==> src/rtl/mem_load_unit.sv <==
// mem_load_unit: MEM-stage load engine; stalls the pipeline on loads and returns zero-extended masked bytes.
// Optional feature macro: MEM_LOAD_TIMEOUT_EN (WAIT-state timeout, load_err pulse, late-response drop).
`default_nettype none

module mem_load_unit #(
   parameter int TIMEOUT = 64
) (
   input  logic        clk,
   input  logic        reset,
   input  logic        memread_MEM,
   input  logic        regwrite_MEM,
   input  logic [3:0]  mask_MEM,
   input  logic [4:0]  rd_MEM,
   input  logic [31:0] ALU_data_MEM,
   output logic        stall_MEM,
   output logic        dmem_req_valid,
   input  logic        dmem_req_ready,
   output logic [31:0] dmem_req_addr,
   input  logic        dmem_rsp_valid,
   input  logic [31:0] dmem_rsp_data,
   output logic        regwrite_WB,
   output logic [4:0]  rd_WB,
   output logic [31:0] data_WB
`ifdef MEM_LOAD_TIMEOUT_EN
   ,
   output logic        load_err
`endif
);

   typedef enum logic [1:0] {
      S_IDLE = 2'd0,
      S_REQ  = 2'd1,
      S_WAIT = 2'd2
   } state_t;

   state_t      r_state;
   logic [3:0]  r_mask;
   logic [4:0]  r_rd;
   logic        r_regwrite;

   logic        w_load;
   logic        w_rsp;
   logic        w_tmo;
   logic [31:0] w_lane;
   logic [4:0]  w_shift;
   logic [31:0] w_extract;

   assign w_load = memread_MEM && (mask_MEM != 4'b0000);

   // Masked bytes keep their relative positions; the lowest selected byte lands in [7:0].
   always_comb begin
      w_lane = {{8{r_mask[3]}}, {8{r_mask[2]}}, {8{r_mask[1]}}, {8{r_mask[0]}}};
      w_shift = 5'd24;
      if (r_mask[0])      w_shift = 5'd0;
      else if (r_mask[1]) w_shift = 5'd8;
      else if (r_mask[2]) w_shift = 5'd16;
      w_extract = (dmem_rsp_data & w_lane) >> w_shift;
   end

`ifdef MEM_LOAD_TIMEOUT_EN
   localparam int c_CNT_W = $clog2(TIMEOUT + 1);

   logic [c_CNT_W-1:0] r_cnt;
   logic               r_drop;

   // A response owed to a timed-out load is swallowed once, whatever state we are in.
   assign w_rsp = dmem_rsp_valid && !r_drop;
   assign w_tmo = (r_state == S_WAIT) && !w_rsp && (r_cnt == c_CNT_W'(TIMEOUT - 1));

   always_ff @(posedge clk or posedge reset) begin
      if (reset) begin
         r_cnt    <= '0;
         r_drop   <= 1'b0;
         load_err <= 1'b0;
      end else begin
         load_err <= w_tmo;
         if (r_state != S_WAIT)
            r_cnt <= '0;
         else if (!w_rsp)
            r_cnt <= r_cnt + 1'b1;
         if (w_tmo)
            r_drop <= 1'b1;
         else if (dmem_rsp_valid)
            r_drop <= 1'b0;
      end
   end
`else
   localparam int c_unused_timeout = TIMEOUT;

   assign w_rsp = dmem_rsp_valid;
   assign w_tmo = 1'b0;
`endif

   always_comb begin
      stall_MEM = 1'b0;
      case (r_state)
         S_IDLE:  stall_MEM = w_load;
         S_REQ:   stall_MEM = 1'b1;
         S_WAIT:  stall_MEM = !(w_rsp || w_tmo);
         default: stall_MEM = 1'b0;
      endcase
   end

   always_ff @(posedge clk or posedge reset) begin
      if (reset) begin
         r_state        <= S_IDLE;
         r_mask         <= 4'b0000;
         r_rd           <= 5'd0;
         r_regwrite     <= 1'b0;
         dmem_req_valid <= 1'b0;
         dmem_req_addr  <= 32'd0;
         regwrite_WB    <= 1'b0;
         rd_WB          <= 5'd0;
         data_WB        <= 32'd0;
      end else begin
         case (r_state)
            S_IDLE: begin
               if (w_load) begin
                  r_mask         <= mask_MEM;
                  r_rd           <= rd_MEM;
                  r_regwrite     <= regwrite_MEM;
                  dmem_req_addr  <= {ALU_data_MEM[31:2], 2'b00};
                  dmem_req_valid <= 1'b1;
                  regwrite_WB    <= 1'b0;
                  r_state        <= S_REQ;
               end else begin
                  regwrite_WB <= regwrite_MEM;
                  rd_WB       <= rd_MEM;
                  data_WB     <= ALU_data_MEM;
               end
            end
            S_REQ: begin
               regwrite_WB <= 1'b0;
               if (dmem_req_ready) begin
                  dmem_req_valid <= 1'b0;
                  r_state        <= S_WAIT;
               end
            end
            S_WAIT: begin
               if (w_rsp) begin
                  regwrite_WB <= r_regwrite;
                  rd_WB       <= r_rd;
                  data_WB     <= w_extract;
                  r_state     <= S_IDLE;
               end else begin
                  regwrite_WB <= 1'b0;
                  if (w_tmo)
                     r_state <= S_IDLE;
               end
            end
            default: begin
               dmem_req_valid <= 1'b0;
               r_state        <= S_IDLE;
            end
         endcase
      end
   end

endmodule

`default_nettype wire

==> config.mk <==
export PLATFORM = sky130hd
export DESIGN_NAME = mem_load_unit
export DESIGN_NICKNAME = d
export VERILOG_FILES = /design/src/rtl/mem_load_unit.sv
export SDC_FILE = /design/constraint.sdc
export NUM_CORES = 1
export LEC_CHECK = 0
export BUFFER_PORTS_ARGS = -buffer_cell sky130_fd_sc_hd__clkbuf_2
export CORE_UTILIZATION = 40
export CTS_CLUSTER_DIAMETER = 120
export DETAILED_ROUTE_END_ITERATION = 8
export PLACE_DENSITY = 0.78
export SLEW_MARGIN = 20
export SYNTH_ARGS = -nofsm -noshare
export SYNTH_HDL_FRONTEND = slang
export SYNTH_SLANG_ARGS = --single-unit
==> constraint.sdc <==
create_clock -name clk -period 6.4 [get_ports clk]
set_input_delay 0.32 -clock clk [delete_from_list [all_inputs] [get_ports clk]]
set_output_delay 0.32 -clock clk [all_outputs]
set_load 0.05 [all_outputs]
**Word-level counts from Yosys, hierarchy flattened**

Index checks and enable logic that the tools add are counted.
Widths: inputs -> output; s select.

- Flip-flop bits (word level): 81
- Output and inout bits: 72
- Logic and storage cells: 48

- Equality and inequality tests: 6
- Shift-type cells: 1
- Multiplexer cells: 20
- Bitwise gates (word level): 2
- Reduce and logical (&&, ||, !) cells: 10

Operator list:

| cell | number |
|---|---|
| $mux 32 | 2 |
| $pmux 32 s2 | 1 |
| $and 32x32->32 | 1 |
| $shr 32x5->32 | 1 |
| $mux 5 | 4 |
| $pmux 5 s2 | 1 |
| $pmux 1 s3 | 3 |
| $reduce_and 3->1 | 3 |
| $ne 2x2->1 const B | 4 |
| $mux 2 | 3 |
| $pmux 2 s3 | 1 |
| $mux 1 | 4 |
| $mux 4 | 1 |
| $reduce_bool 4->1 | 1 |
| $reduce_bool 3->1 | 1 |
| $eq 2x1->1 const B | 1 |
| $eq 2x2->1 const B | 1 |
| $logic_not 2->1 | 1 |
| $reduce_and 2->1 | 1 |
| $reduce_bool 2->1 | 1 |
| $logic_and 1x1->1 | 1 |
| $logic_not 1->1 | 1 |
| $not 1->1 | 1 |

**Logic depth before layout (Yosys ltp)**

- Word-level depth: 6
- Mapped depth: 8

**Least setup slack after synthesis**

Ideal clock, no wire load.

- Path type: register to output
- Start point: register r_state[0]
- End point: output port stall_MEM
- Data arrival time: 1.942 ns
- Path slack: 4.138 ns
- Stages on the path, launching flop included: 7
- Path buffers: 1
- Cell sequence: dfrtp_1 -> inv_1 -> ha_1 -> buf_2 -> nor2b_1 -> nor2_1 -> a21oi_1

- Cells in the longest elaborated chain, start to end: 2

RTL lines:

| what | line | source |
|---|---|---|
| start: declaration | 36 | `state_t r_state;` |
| start signal: assignment | 106 | `r_state <= S_IDLE;` |
| start signal: assignment | 125 | `r_state <= S_REQ;` |
| start signal: assignment | 136 | `r_state <= S_WAIT;` |
| $eq 2x2->1, or another cell as far along | 96 | `case (r_state)` |
| $pmux 1 s3 * | 96 |  |
| end: declaration | 15 | `output logic stall_MEM,` |

Every way passes the cells marked *; elsewhere a longest branch is shown, timed or not.

**Worst setup path in the final report**

Ends and elaborated chain as after synthesis.

==> results.txt <==
- In this run the critical register-to-register path is captured at data_WB[16]$_DFFE_PP0P_.
* Total setup violations reported at the end of the flow: 0
- Average footprint of a synthesized cell: 10.2 um^2
- 0 antenna diodes ended up in the layout.
* WP data arrival: between 2 and 3 ns
* Cell at the slowest stage of the critical path: sky130_fd_sc_hd__ha_1
- Across the run, the number of max-cap violations was 0.
- At the end of routability-driven placement, the weighted congestion stood at 0.948.
* Setup repair after global routing missed its margin: no
- Along the worst path, the maximum fanout reaches 21.
- Count of distinct cell types in the synthesized netlist: 32
* Routed wire length: about 11,000 um
- The first routing iteration left 133 violations.
- Number of buffers inserted during clock tree synthesis: 9
* Path category of the worst min-delay check: in -> async
- End point of the critical path: stall_MEM
* Category of the worst setup path capture point: output pin
- Vias after detailed routing: 3,608
- Final period demand of the worst path: 3.14 ns
- The filler cells instantiated in the layout total 923.
- Initial Utilization: 0.412
* Startpoint type of the worst setup path: register
* Die width: 102 um
- Total GRT Usage: 0.221
* NumNets Final: between 600 and 700
- The longest clock path from root to sink contains 2 buffers.
- Register bit count reported by yosys: 81
- Worst clock skew: between 0.008 and 0.009 ns
* Post-synth top area share: 0.504
- Worst-margin pin slew: 0.984 ns
- The setup check on the worst reg-to-reg path leaves a slack of 3.52 ns.
- Post-route clock period utilization: 0.491
- The core region is 9770 um^2.
* Final hold slack: ~0.13 ns
- Vias per cell: approximately 5.5
- The number of max-slew violations in the final report is 0.
* Detail Route Antenna Nets: 0
- Final Hold Violating Endpoints: 0
- At the later pin of the worst-skew pair, clock insertion delay measures roughly 0.35 ns.
* Core utilization of the finished layout: 0.517
- Global-route congestion overflow total: 0
- In this run the critical register-to-register path is launched from r_state[0]$_DFFE_PP0P_.
* CTS H-tree depth: 3
* Antenna violations before repair: 0
- Seq/Total Area, Yosys: 0.504
- TritonCTS built the clock tree.
- Detail Placement HPWL: 8290 um
- Counting cells, the worst reg-to-reg path comes to 8.
* Number of sinks on the clock net: 81
* Count of cells resized by post-cts repair: 0
- Cell type with the largest total area after synthesis: sky130_fd_sc_hd__dfrtp_1
- Entering global routing, the biggest net connects 82 pins.
- Number of setup buffers added after CTS: 0
* Wire length of the first global-routing pass: 17,400 um
* Max_slew headroom: 0.342
- Dividing the detail-routed wire length by the instance count gives between 15 and 20 um.
- Number of remaining DRC errors: 0
- Post-synthesis instance area: 4020 um^2
* Start-to-end type of the worst setup path: reg -> out
- Largest stage delay on the critical path: 0.52 ns
* Final sum of negative setup slack: 0 ns
- For this run, the detailed router's first-pass iteration total came to 6.
* Clock transition at path regs: about 0.09 ns
- CP startpoint: r_state[0]$_DFFE_PP0P_
- By area the synthesized netlist is led by sky130_fd_sc_hd__dfrtp_1, sky130_fd_sc_hd__mux2_2, sky130_fd_sc_hd__nand2_1.
- The via count of the first global-routing pass is 3,361.
- The area growth from synthesis to layout is 25.6%.
- Number of rows created at floorplan: 36
- The run finished with clean final reports.
- Data on the critical path is required at its endpoint by just over 6 ns.
- Derived from the worst setup path, the maximum achievable clock frequency is 318 MHz.
* Number of primary I/O pins: 151
- Warnings, synthesis: 0
- In the synthesized netlist, the number of instances is 393.
- Height of the die: 102 um
- CP cell instances: inv_1 -> ha_1 -> buf_4 -> nor2b_1 -> nor2_1 -> a21oi_1 -> clkbuf_2
- CTS Root Buffer Type: sky130_fd_sc_hd__clkbuf_8
- Hold repair after CTS inserted 0 buffers.
* Port-buffer cells: around 150
* Die ar.: 10,500 um^2
- Layout cell share with drive strength beyond 1: 0.415
-- critical path, delay by kind of cell (launching register included) --
family                   cells  cell delay (ns)
flip-flops                   1             0.44
adder cells (fa/ha/maj)      1             0.52
AND/OR/NAND/NOR              2             0.58
buffers and inverters        3             0.77
AO/OA/AOI/OAI                1             0.16
-- synthesized netlist by cell type --
master and instances:
sky130_fd_sc_hd__and3_1 2, sky130_fd_sc_hd__o41ai_1 1, sky130_fd_sc_hd__o21ai_1 14, sky130_fd_sc_hd__o311a_1 8
sky130_fd_sc_hd__o32a_1 2, sky130_fd_sc_hd__a211oi_2 1, sky130_fd_sc_hd__clkbuf_1 13, sky130_fd_sc_hd__buf_1 6
sky130_fd_sc_hd__dfrtp_1 81, sky130_fd_sc_hd__ha_1 4, sky130_fd_sc_hd__nor2b_1 3, sky130_fd_sc_hd__nand3_1 8
sky130_fd_sc_hd__o211ai_1 8, sky130_fd_sc_hd__a21o_1 8, sky130_fd_sc_hd__a221oi_1 18, sky130_fd_sc_hd__nor3_1 2
sky130_fd_sc_hd__mux2i_1 5, sky130_fd_sc_hd__o21ai_0 33, sky130_fd_sc_hd__o41a_1 1, sky130_fd_sc_hd__buf_4 4
sky130_fd_sc_hd__conb_1 1, sky130_fd_sc_hd__nand2_1 47, sky130_fd_sc_hd__clkinv_1 1, sky130_fd_sc_hd__nand2b_1 1
sky130_fd_sc_hd__a211o_1 1, sky130_fd_sc_hd__nand4_1 1, sky130_fd_sc_hd__a221oi_2 6, sky130_fd_sc_hd__buf_2 12
sky130_fd_sc_hd__mux2_2 41, sky130_fd_sc_hd__nor2_1 35, sky130_fd_sc_hd__a21oi_1 20, sky130_fd_sc_hd__inv_1 5
-- layout by cell type, fill, tap and decap left out --
master / count
sky130_fd_sc_hd__nand3_1: 8
sky130_fd_sc_hd__clkbuf_8: 9
sky130_fd_sc_hd__and3_1: 2
sky130_fd_sc_hd__clkbuf_2: 148
sky130_fd_sc_hd__buf_6: 1
sky130_fd_sc_hd__nor2_1: 35
sky130_fd_sc_hd__inv_1: 4
sky130_fd_sc_hd__buf_4: 3
sky130_fd_sc_hd__clkinv_4: 2
sky130_fd_sc_hd__o211ai_1: 8
sky130_fd_sc_hd__ha_1: 4
sky130_fd_sc_hd__bufinv_16: 2
sky130_fd_sc_hd__nand2_2: 1
sky130_fd_sc_hd__a21oi_1: 20
sky130_fd_sc_hd__a221oi_1: 18
sky130_fd_sc_hd__conb_1: 2
sky130_fd_sc_hd__mux2i_1: 5
sky130_fd_sc_hd__a221oi_2: 6
sky130_fd_sc_hd__o21ai_1: 14
sky130_fd_sc_hd__mux2_2: 41
sky130_fd_sc_hd__dfrtp_1: 81
sky130_fd_sc_hd__o32a_1: 2
sky130_fd_sc_hd__nand2_1: 46
sky130_fd_sc_hd__buf_8: 1
sky130_fd_sc_hd__a211o_1: 1
sky130_fd_sc_hd__o311a_1: 8
sky130_fd_sc_hd__nor3_1: 2
sky130_fd_sc_hd__o21ai_0: 33
sky130_fd_sc_hd__nand2b_1: 1
sky130_fd_sc_hd__o41a_1: 1
sky130_fd_sc_hd__clkinv_1: 1
sky130_fd_sc_hd__clkinv_2: 3
sky130_fd_sc_hd__nand4_1: 1
sky130_fd_sc_hd__o41ai_1: 1
sky130_fd_sc_hd__clkinvlp_4: 1
sky130_fd_sc_hd__nor2b_1: 3
sky130_fd_sc_hd__a211oi_4: 1
sky130_fd_sc_hd__a21o_1: 8
-- kinds of logic (layout without fill, tap and decap cells) --
group,Yosys count,in the layout,share of synthesized area
compound gates,121,121,0.210
simple gates,99,99,0.0998
flops,81,81,0.504
mux,46,46,0.127
buf+inv,41,175,0.0457
fa+ha+maj,4,4,0.0124
other cells,1,2,0.000932
-- metal layers --
metal,up-vias,global-route usage,wire length (um)
met3,20,0.0547,751
met4,0,0.0703,168
met2,149,0.366,5570
met5,-,0,0
met1,1761,0.285,4880
li1,1678,-,-
-- state kept, by name (all words and copies together), names as in the netlist --
register        flops
data_WB            32
rd_WB               5
r_regwrite          1
r_state             2
r_mask              4
regwrite_WB         1
r_rd                5
dmem_req_valid      1
dmem_req_addr      30
-- metrics by stage --
step / setup WS (ns) / instance area, um^2 / std cells
2_1_floorplan: 4.00 / 4030 / 394
3_3_place_gp: 3.68 / 4810 / 644
3_5_place_dp: 3.46 / 4810 / 644
4_1_cts: 3.24 / 5030 / 660
5_1_grt: 3.00 / 5050 / 661
6_report: 3.26 / 5050 / 661
-- how the worst min path moves through the flow --
stage / endpoint / slack (ns) / from
2_1_floorplan: data_WB[24]$_DFFE_PP0P_ / 0.46 / dmem_rsp_data[24]
3_3_place_gp: data_WB[6]$_DFFE_PP0P_ / 0.47 / data_WB[6]$_DFFE_PP0P_
3_5_place_dp: rd_WB[0]$_DFFE_PP0P_ / 0.48 / rd_WB[0]$_DFFE_PP0P_
4_1_cts: r_rd[0]$_DFFE_PP0P_ / 0.20 / rd_MEM[0]
5_1_grt: r_rd[4]$_DFFE_PP0P_ / 0.20 / rd_MEM[4]
6_report: dmem_req_addr[23]$_DFFE_PP0P_ / 0.13 / reset
-- cell type report --
cell class	instances	area, um^2	area share
flip-flops and latches	81	2030	0.401
clock inverters	7	95.1	0.0188
well taps	133	166	0.0329
repair buffers	153	790	0.156
multi-input cells	272	1830	0.361
clock buffers	9	124	0.0245
inverters	6	23.8	0.00471
Power is not shown: default switching activity piles up to over one toggle a cycle in this logic, so the estimate is an artifact.
